<file path="src/rtl/rad_wb_io_regs_pkg.sv">
// Shared constants for the rad_wb_io_regs Wishbone register block:
// register offsets, field widths and pad bit positions.
package rad_wb_pkg;

    localparam int unsigned STATUS_W   = 6;
    localparam int unsigned FLAGS_W    = 2;
    localparam int unsigned ERRCNT_W   = 16;
    localparam int unsigned STATUS_LSB = 20;
    localparam int unsigned FLAGS_LSB  = 36;
    localparam int unsigned IO_W       = 38;

    localparam logic [7:0] OFF_STATUS  = 8'h00;
    localparam logic [7:0] OFF_FLAGS   = 8'h04;
    localparam logic [7:0] OFF_SCRATCH = 8'h08;
    localparam logic [7:0] OFF_ID      = 8'h0C;
    localparam logic [7:0] OFF_ERRCNT  = 8'h10;
    localparam logic [7:0] OFF_INJECT  = 8'h14;

    typedef enum logic [2:0] {
        SEL_STATUS,
        SEL_FLAGS,
        SEL_SCRATCH,
        SEL_ID,
        SEL_ERRCNT,
        SEL_INJECT,
        SEL_NONE
    } reg_sel_e;

    function automatic reg_sel_e decode_offset(input logic [5:0] word);
        logic [7:0] off;
        off = {word, 2'b00};
        case (off)
            OFF_STATUS:  return SEL_STATUS;
            OFF_FLAGS:   return SEL_FLAGS;
            OFF_SCRATCH: return SEL_SCRATCH;
            OFF_ID:      return SEL_ID;
            OFF_ERRCNT:  return SEL_ERRCNT;
            OFF_INJECT:  return SEL_INJECT;
            default:     return SEL_NONE;
        endcase
    endfunction

endpackage

</file>
<file path="src/rtl/rad_wb_io_regs_if.sv">
// Wishbone classic slave bus bundle for rad_wb_io_regs.
interface rad_wb_io_regs_if;

    logic        wbs_cyc_i;
    logic        wbs_stb_i;
    logic        wbs_we_i;
    logic [3:0]  wbs_sel_i;
    logic [31:0] wbs_adr_i;
    logic [31:0] wbs_dat_i;
    logic        wbs_ack_o;
    logic [31:0] wbs_dat_o;

    modport slave (
        input  wbs_cyc_i, wbs_stb_i, wbs_we_i, wbs_sel_i, wbs_adr_i, wbs_dat_i,
        output wbs_ack_o, wbs_dat_o
    );

    modport master (
        output wbs_cyc_i, wbs_stb_i, wbs_we_i, wbs_sel_i, wbs_adr_i, wbs_dat_i,
        input  wbs_ack_o, wbs_dat_o
    );

endinterface

</file>
<file path="src/rtl/rad_wb_io_regs_tmr_reg.sv">
// Byte-maskable register, triplicated with majority vote and per-cycle scrub
// when WB_TMR_EN is defined, otherwise a single plain copy.
module tmr_reg #(
    parameter int unsigned WIDTH = 8
) (
    input  logic                       clk,
    input  logic                       rst_n,
    input  logic                       we,
    input  logic [(WIDTH+7)/8-1:0]     be,
    input  logic [WIDTH-1:0]           d,
    input  logic [WIDTH-1:0]           inj,
    output logic [WIDTH-1:0]           q,
    output logic                       mismatch
);

    logic [WIDTH-1:0] wmask;
    logic [WIDTH-1:0] cur;
    logic [WIDTH-1:0] nxt;

    always_comb begin
        wmask = '0;
        for (int unsigned i = 0; i < WIDTH; i++) begin
            wmask[i] = be[i/8];
        end
    end

    always_comb begin
        nxt = cur;
        if (we) begin
            nxt = (cur & ~wmask) | (d & wmask);
        end
    end

`ifdef WB_TMR_EN
    logic [WIDTH-1:0] copy_a, copy_b, copy_c;

    assign cur      = (copy_a & copy_b) | (copy_a & copy_c) | (copy_b & copy_c);
    assign mismatch = (copy_a != copy_b) || (copy_a != copy_c);

    // Every copy is rewritten from the vote each cycle; injection hits copy A only.
    always_ff @(posedge clk or negedge rst_n) begin
        if (!rst_n) begin
            copy_a <= '0;
            copy_b <= '0;
            copy_c <= '0;
        end else begin
            copy_a <= nxt ^ inj;
            copy_b <= nxt;
            copy_c <= nxt;
        end
    end
`else
    logic [WIDTH-1:0] copy_a;

    assign cur      = copy_a;
    assign mismatch = 1'b0;

    always_ff @(posedge clk or negedge rst_n) begin
        if (!rst_n) begin
            copy_a <= '0;
        end else begin
            copy_a <= nxt ^ inj;
        end
    end
`endif

    assign q = cur;

endmodule

</file>
<file path="src/rtl/rad_wb_io_regs.sv">
// Wishbone register block driving STATUS/FLAGS onto user I/O pads.
// Define WB_TMR_EN to triplicate STATUS, FLAGS and SCRATCH with scrubbing.
module rad_wb_io_regs
    import rad_wb_pkg::*;
#(
    parameter logic [31:0] BASE_ADDR = 32'h3000_0000,
    parameter logic [31:0] ID_VALUE  = 32'h5248_0001
) (
    input  logic                 wb_clk_i,
    input  logic                 wb_rst_ni,
    rad_wb_io_regs_if.slave      wbs,
    output logic [IO_W-1:0]      io_out,
    output logic [IO_W-1:0]      io_oeb
);

    logic                 req;
    logic                 wr;
    logic                 hit;
    reg_sel_e             rsel;
    logic [31:0]          rdata;
    logic [STATUS_W-1:0]  status_q;
    logic [FLAGS_W-1:0]   flags_q;
    logic [31:0]          scratch_q;
    logic [STATUS_W-1:0]  status_inj;
    logic [ERRCNT_W-1:0]  errcnt_q;
    logic                 mm_status, mm_flags, mm_scratch;

    assign req  = wbs.wbs_cyc_i & wbs.wbs_stb_i & ~wbs.wbs_ack_o;
    assign wr   = req & wbs.wbs_we_i;
    assign hit  = (wbs.wbs_adr_i[31:8] == BASE_ADDR[31:8]);
    assign rsel = hit ? decode_offset(wbs.wbs_adr_i[7:2]) : SEL_NONE;

    assign status_inj = (wr && rsel == SEL_INJECT && wbs.wbs_sel_i[0])
                        ? wbs.wbs_dat_i[STATUS_W-1:0] : '0;

    tmr_reg #(.WIDTH(STATUS_W)) u_status (
        .clk(wb_clk_i), .rst_n(wb_rst_ni),
        .we(wr && rsel == SEL_STATUS), .be(wbs.wbs_sel_i[0:0]),
        .d(wbs.wbs_dat_i[STATUS_W-1:0]), .inj(status_inj),
        .q(status_q), .mismatch(mm_status)
    );

    tmr_reg #(.WIDTH(FLAGS_W)) u_flags (
        .clk(wb_clk_i), .rst_n(wb_rst_ni),
        .we(wr && rsel == SEL_FLAGS), .be(wbs.wbs_sel_i[0:0]),
        .d(wbs.wbs_dat_i[FLAGS_W-1:0]), .inj('0),
        .q(flags_q), .mismatch(mm_flags)
    );

    tmr_reg #(.WIDTH(32)) u_scratch (
        .clk(wb_clk_i), .rst_n(wb_rst_ni),
        .we(wr && rsel == SEL_SCRATCH), .be(wbs.wbs_sel_i),
        .d(wbs.wbs_dat_i), .inj('0),
        .q(scratch_q), .mismatch(mm_scratch)
    );

    // Clear has priority over a concurrent mismatch increment.
    always_ff @(posedge wb_clk_i or negedge wb_rst_ni) begin
        if (!wb_rst_ni) begin
            errcnt_q <= '0;
        end else if (wr && rsel == SEL_ERRCNT) begin
            errcnt_q <= '0;
        end else if ((mm_status || mm_flags || mm_scratch) && errcnt_q != '1) begin
            errcnt_q <= errcnt_q + 1'b1;
        end
    end

    always_comb begin
        rdata = '0;
        case (rsel)
            SEL_STATUS:  rdata[STATUS_W-1:0] = status_q;
            SEL_FLAGS:   rdata[FLAGS_W-1:0]  = flags_q;
            SEL_SCRATCH: rdata               = scratch_q;
            SEL_ID:      rdata               = ID_VALUE;
            SEL_ERRCNT:  rdata[ERRCNT_W-1:0] = errcnt_q;
            default:     rdata               = '0;
        endcase
    end

    always_ff @(posedge wb_clk_i or negedge wb_rst_ni) begin
        if (!wb_rst_ni) begin
            wbs.wbs_ack_o <= 1'b0;
            wbs.wbs_dat_o <= '0;
        end else begin
            wbs.wbs_ack_o <= req;
            wbs.wbs_dat_o <= (req && !wbs.wbs_we_i) ? rdata : '0;
        end
    end

    always_comb begin
        io_out = '0;
        io_out[STATUS_LSB +: STATUS_W] = status_q;
        io_out[FLAGS_LSB  +: FLAGS_W]  = flags_q;
        io_oeb = '1;
        io_oeb[STATUS_LSB +: STATUS_W] = '0;
        io_oeb[FLAGS_LSB  +: FLAGS_W]  = '0;
    end

endmodule

</file>
<file path="src/flat_wrapper.sv">
// flat-port wrapper written by rule: the top's interface ports become plain ports
module rad_wb_io_regs_flat import rad_wb_pkg::*;
#(
    parameter logic [31:0] BASE_ADDR = 32'h3000_0000,
    parameter logic [31:0] ID_VALUE  = 32'h5248_0001
)
  (wb_clk_i, wb_rst_ni, io_out, io_oeb, wbs_wbs_cyc_i, wbs_wbs_stb_i, wbs_wbs_we_i, wbs_wbs_sel_i, wbs_wbs_adr_i, wbs_wbs_dat_i, wbs_wbs_ack_o, wbs_wbs_dat_o);
  rad_wb_io_regs_if wbs_i ();
  input  logic wb_clk_i;
  input  logic wb_rst_ni;
  output logic [IO_W-1:0] io_out;
  output logic [IO_W-1:0] io_oeb;
  input wire logic [$bits(wbs_i.wbs_cyc_i)-1:0] wbs_wbs_cyc_i;
  input wire logic [$bits(wbs_i.wbs_stb_i)-1:0] wbs_wbs_stb_i;
  input wire logic [$bits(wbs_i.wbs_we_i)-1:0] wbs_wbs_we_i;
  input wire logic [$bits(wbs_i.wbs_sel_i)-1:0] wbs_wbs_sel_i;
  input wire logic [$bits(wbs_i.wbs_adr_i)-1:0] wbs_wbs_adr_i;
  input wire logic [$bits(wbs_i.wbs_dat_i)-1:0] wbs_wbs_dat_i;
  output wire logic [$bits(wbs_i.wbs_ack_o)-1:0] wbs_wbs_ack_o;
  output wire logic [$bits(wbs_i.wbs_dat_o)-1:0] wbs_wbs_dat_o;
  assign wbs_i.wbs_cyc_i = wbs_wbs_cyc_i;
  assign wbs_i.wbs_stb_i = wbs_wbs_stb_i;
  assign wbs_i.wbs_we_i = wbs_wbs_we_i;
  assign wbs_i.wbs_sel_i = wbs_wbs_sel_i;
  assign wbs_i.wbs_adr_i = wbs_wbs_adr_i;
  assign wbs_i.wbs_dat_i = wbs_wbs_dat_i;
  assign wbs_wbs_ack_o = wbs_i.wbs_ack_o;
  assign wbs_wbs_dat_o = wbs_i.wbs_dat_o;
  rad_wb_io_regs #(.BASE_ADDR(BASE_ADDR), .ID_VALUE(ID_VALUE)) u_core (.wb_clk_i(wb_clk_i), .wb_rst_ni(wb_rst_ni), .wbs(wbs_i), .io_out(io_out), .io_oeb(io_oeb));
endmodule
</file>
<file path="config.mk">
export PLATFORM = sky130hd
export DESIGN_NAME = rad_wb_io_regs_flat
export DESIGN_NICKNAME = d
export VERILOG_FILES = /design/src/rtl/rad_wb_io_regs_pkg.sv /design/src/rtl/rad_wb_io_regs_if.sv /design/src/rtl/rad_wb_io_regs_tmr_reg.sv /design/src/rtl/rad_wb_io_regs.sv /design/src/flat_wrapper.sv
export SDC_FILE = /design/constraint.sdc
export NUM_CORES = 1
export LEC_CHECK = 0
export CAP_MARGIN = 20
export CORE_MARGIN = 10
export CORE_UTILIZATION = 45
export CTS_CLUSTER_SIZE = 12
export DETAILED_ROUTE_END_ITERATION = 12
export PLACE_DENSITY = 0.9
export SETUP_SLACK_MARGIN = 0.05
export SYNTH_ARGS = -nofsm -noshare
export SYNTH_HDL_FRONTEND = slang
export SYNTH_HIERARCHICAL = 1
export SYNTH_SLANG_ARGS = --single-unit
</file>
<file path="constraint.sdc">
create_clock -name wb_clk_i -period 2.4 [get_ports wb_clk_i]
set_input_delay 0.48 -clock wb_clk_i [delete_from_list [all_inputs] [get_ports wb_clk_i]]
set_output_delay 0.48 -clock wb_clk_i [all_outputs]
set_load 0.02 [all_outputs]
</file>
==> run_results.csv <==
group,metric,value,unit
finish,layout-drive-gt1-share,9.50,%
worst_setup_path,worstPathCellList,"clkdlybuf4s50_1 -> nor4_1 -> and4_1 -> nand3_2 -> nor3_1 -> buf_4 -> nand2_4 -> mux2i_2 -> xnor2_1",
place,place_congestion,0.833,
place,placed_area,0.00597,mm2
global_routing,grt-ovfl-total,0,
clocking,cts_htree_levels,3,
hold_path,hold_path_class,"in -> async",
timing,period_needed,2.26,ns
global_routing,grt_pass1_wl,19.0,mm
global_routing,grt_pass1_vias,3840,
floorplan,die_w,122,um
logic_synthesis,synth_mux_area_share,9.55,%
logic_synthesis,synth_xor_area_share,10.2,%
worst_setup_path,end_kind,"flip-flop",
routing,drt_iter0_markers,107,
worst_setup_path,slowest_delay,0.40,ns
timing,hold_viol,0,
place,portBuffers,111,
routing,wl,11.8,mm
finish,nets,669,
floorplan,io_pins,182,
routing,drtPass1Iterations,4,
clocking,cts_tree,"built",
timing,rsz0062_at_grt,"true",
logic_synthesis,ys_ff_latch,89,
timing,slew_violations,0,
logic_synthesis,ys_types,43,
pwr,total_power,4.19,mW
routing,antenna_left,0,
worst_setup_path,r2r-start,"u_core/wbs.wbs_ack_o",
global_routing,grt_max_degree,56,
timing,relSlewSlack,67.0,%
pwr,p_leak,2.96,nW
finish,design_area,0.00618,mm2
routing,wl_per_cell,16.1,um
logic_synthesis,synth-seq-area-share,47.2,%
logic_synthesis,syn_area_per_cell,10.9,um2
clocking,insertion_delay,0.36,ns
place,placed_cells,720,
worst_setup_path,arrival,2.49,ns
logic_synthesis,synth_compound_area_share,4.88,%
global_routing,antenna_found_initial,0,
worst_setup_path,start_kind,"input port",
timing,hold_slack,0.0793,ns
logic_synthesis,synthSimpleGateAreaFrac,15.3,%
worst_setup_path,slowest_stage,"clkdlybuf4s50_1",
finish,flow.area_growth_from_synthesis,30.9,%
floorplan,rows,37,
finish,diodes,0,
run_status,status,"finished clean",
finish,final_core_util,60.1,%
timing,skew,0.00851,ns
worst_setup_path,worst-path-max-fanout,8,
timing,fmax,443,MHz
timing,setup_violations,0,
global_routing,grt_usage,16.0,%
pwr,vdd_ir_drop_max,0.405,mV
clocking,holdBufCountCts,0,
clocking,numCtsBuffers,9,
clocking,clockRootBuffer,"clkbuf_8",
worst_setup_path,rr_endpoint,"u_core/u_scratch/q[0]",
routing,avgViaCountPerCell,4.65,
floorplan,initial_core_util,45.9,%
clocking,cts_resized,0,
job,maxCapViolCount,0,
worst_setup_path,reg2reg_depth,8,
worst_setup_path,r2r_setup_slack,0.47,ns
finish,layout.cells.non_filler,736,
routing,num_vias,3420,
place,dp_hpwl,9.43,mm
floorplan,fp.coreArea,0.0103,mm2
timing,worstMarginPinSlew,0.491,ns
routing,route.detailed.drc,0,
pwr,p_per_area,678,mW/mm2
floorplan,die_h,122,um
logic_synthesis,syn_area,0.00472,mm2
clocking,numClockSinks,89,
logic_synthesis,synth_top_family_by_area,"simple AND/OR/NAND/NOR gates",
clocking,clk_pin_slew,0.08,ns
clocking,cts_buffer_depth,2,
floorplan,die-area,0.0150,mm2
logic_synthesis,synthCells,434,
worst_setup_path,path_class,"in -> reg",
timing,fin_crit_sh,94.0,%
worst_setup_path,crit_required,2.63,ns
logic_synthesis,synthAdderAreaFrac,0.265,%
clocking,cts_setup_buffers,0,
logic_synthesis,synth_warnings,6,
registers in the layout, indices dropped and copies added (netlist names):
signal / count
u_core/errcnt_q: 16
u_core/u_flags/q: 2
u_core/wbs.wbs_dat_o: 32
u_core/wbs.wbs_ack_o: 1
u_core/u_status/q: 6
u_core/u_scratch/q: 32
worst max-delay path by stage:
stage | endpoint | from | slack, ns | depth (start not counted)
global placement | u_core/u_scratch/q[1] | wbs_wbs_adr_i[18] | -0.20 | 9
floorplan | u_core/u_scratch/q[0] | wbs_wbs_adr_i[10] | 0.13 | 7
finish | u_core/u_scratch/q[0] | wbs_wbs_adr_i[18] | 0.14 | 9
CTS | u_core/u_scratch/q[0] | wbs_wbs_adr_i[18] | 0.08 | 9
global route | u_core/u_scratch/q[0] | wbs_wbs_adr_i[18] | 0.03 | 9
detailed placement | u_core/u_scratch/q[0] | wbs_wbs_adr_i[18] | -0.30 | 9
power breakdown:
part	internal, mW	leakage, nW	total (mW)	switching, mW
registers	1.86	1.15	2.15	0.283
logic	0.576	1.72	1.12	0.545
clock network	0.381	0.0908	0.920	0.539
total	2.82	2.96	4.19	1.37
cell type report:
class | instances | area (um2)
clock buffer | 10 | 128
sequential | 89 | 2230
tap | 136 | 170
multi-input combinational | 364 | 2330
fill | 838 | 4100
clock inverter | 6 | 41.3
timing repair buffer | 130 | 1280
inverter | 1 | 3.75
cells in the final DEF (no fill, tap or decap), drive strengths merged, types with 6 or more instances in the layout:
cell type,synthesis,layout
dfrtp,89,89
nor3,11,11
a22oi,12,12
clkdlybuf4s50,0,110
mux2i,45,45
nor2,38,38
a21oi,9,9
nor4,8,8
nand3,10,10
nor2b,7,7
xnor2,47,47
buf,77,20
nand2,16,16
and2,6,6
clkbuf,3,10
xor2,7,7
conb,5,105
and3,13,13
nand4,7,7
kinds of logic (layout without fill, tap and decap cells):
family / count (synthesis) / in the layout
compound gates: 31 / 31
xor+xnor: 54 / 54
fa+ha+maj: 1 / 1
buf+inv: 81 / 147
flops: 89 / 89
mux: 45 / 45
other cells: 5 / 105
simple gates: 128 / 128
synth_stat cells:
cell	number	area, um2
nand2_2	6	37.5
nor2_2	2	12.5
nor2b_1	7	43.8
nor4bb_1	1	10.0
nor3_4	1	16.3
clkbuf_1	3	11.3
o21a_1	5	37.5
nand4_1	7	43.8
and3b_4	1	12.5
inv_1	1	3.75
nor3_2	2	20.0
xnor2_2	1	16.3
buf_4	71	533
a22oi_1	12	90.1
and4b_1	1	10.0
dfrtp_1	89	2230
or3_1	2	12.5
nand3b_2	1	11.3
ha_1	1	12.5
conb_1	5	18.8
a21oi_1	9	45.0
a2111oi_4	1	27.5
and4_1	2	17.5
a211oi_1	2	15.0
a31oi_1	1	6.26
or4_1	1	7.51
o22a_1	1	8.76
and2_1	6	37.5
nand2_1	10	37.5
nor2_1	36	135
nor4_2	1	12.5
mux2i_1	45	450
and3b_1	1	8.76
nor3b_1	1	7.51
nor3_1	8	40.0
nor4_1	7	43.8
and3_1	13	81.3
nand3_1	9	45.0
nand2b_1	1	6.26
xnor2_1	46	403
nand3_2	1	10.0
buf_2	6	30.0
xor2_1	7	61.3
through the flow:
stage,TNS [ns],setup WS [ns]
6_report,0,0.143
2_1_floorplan,0,0.127
5_1_grt,0,0.0262
3_5_place_dp,-8.22,-0.296
3_3_place_gp,-6.19,-0.202
4_1_cts,0,0.0829
layer usage:
metal,track usage [%],vias to the layer above,routed length [um]
li1,-,1627,-
met1,16.9,1640,4370
met2,28.8,137,6290
met3,6.06,16,1050
met4,4.86,0,146
met5,0,-,0
critical path: cells and delay by family:
kind	cells	cell delay (ns)
xor gates and xnor gates	1	0.10
and+or+nand+nor	5	1.04
muxes	1	0.25
buffers and inverters	2	0.62
Power figures use the tool's default switching activity.
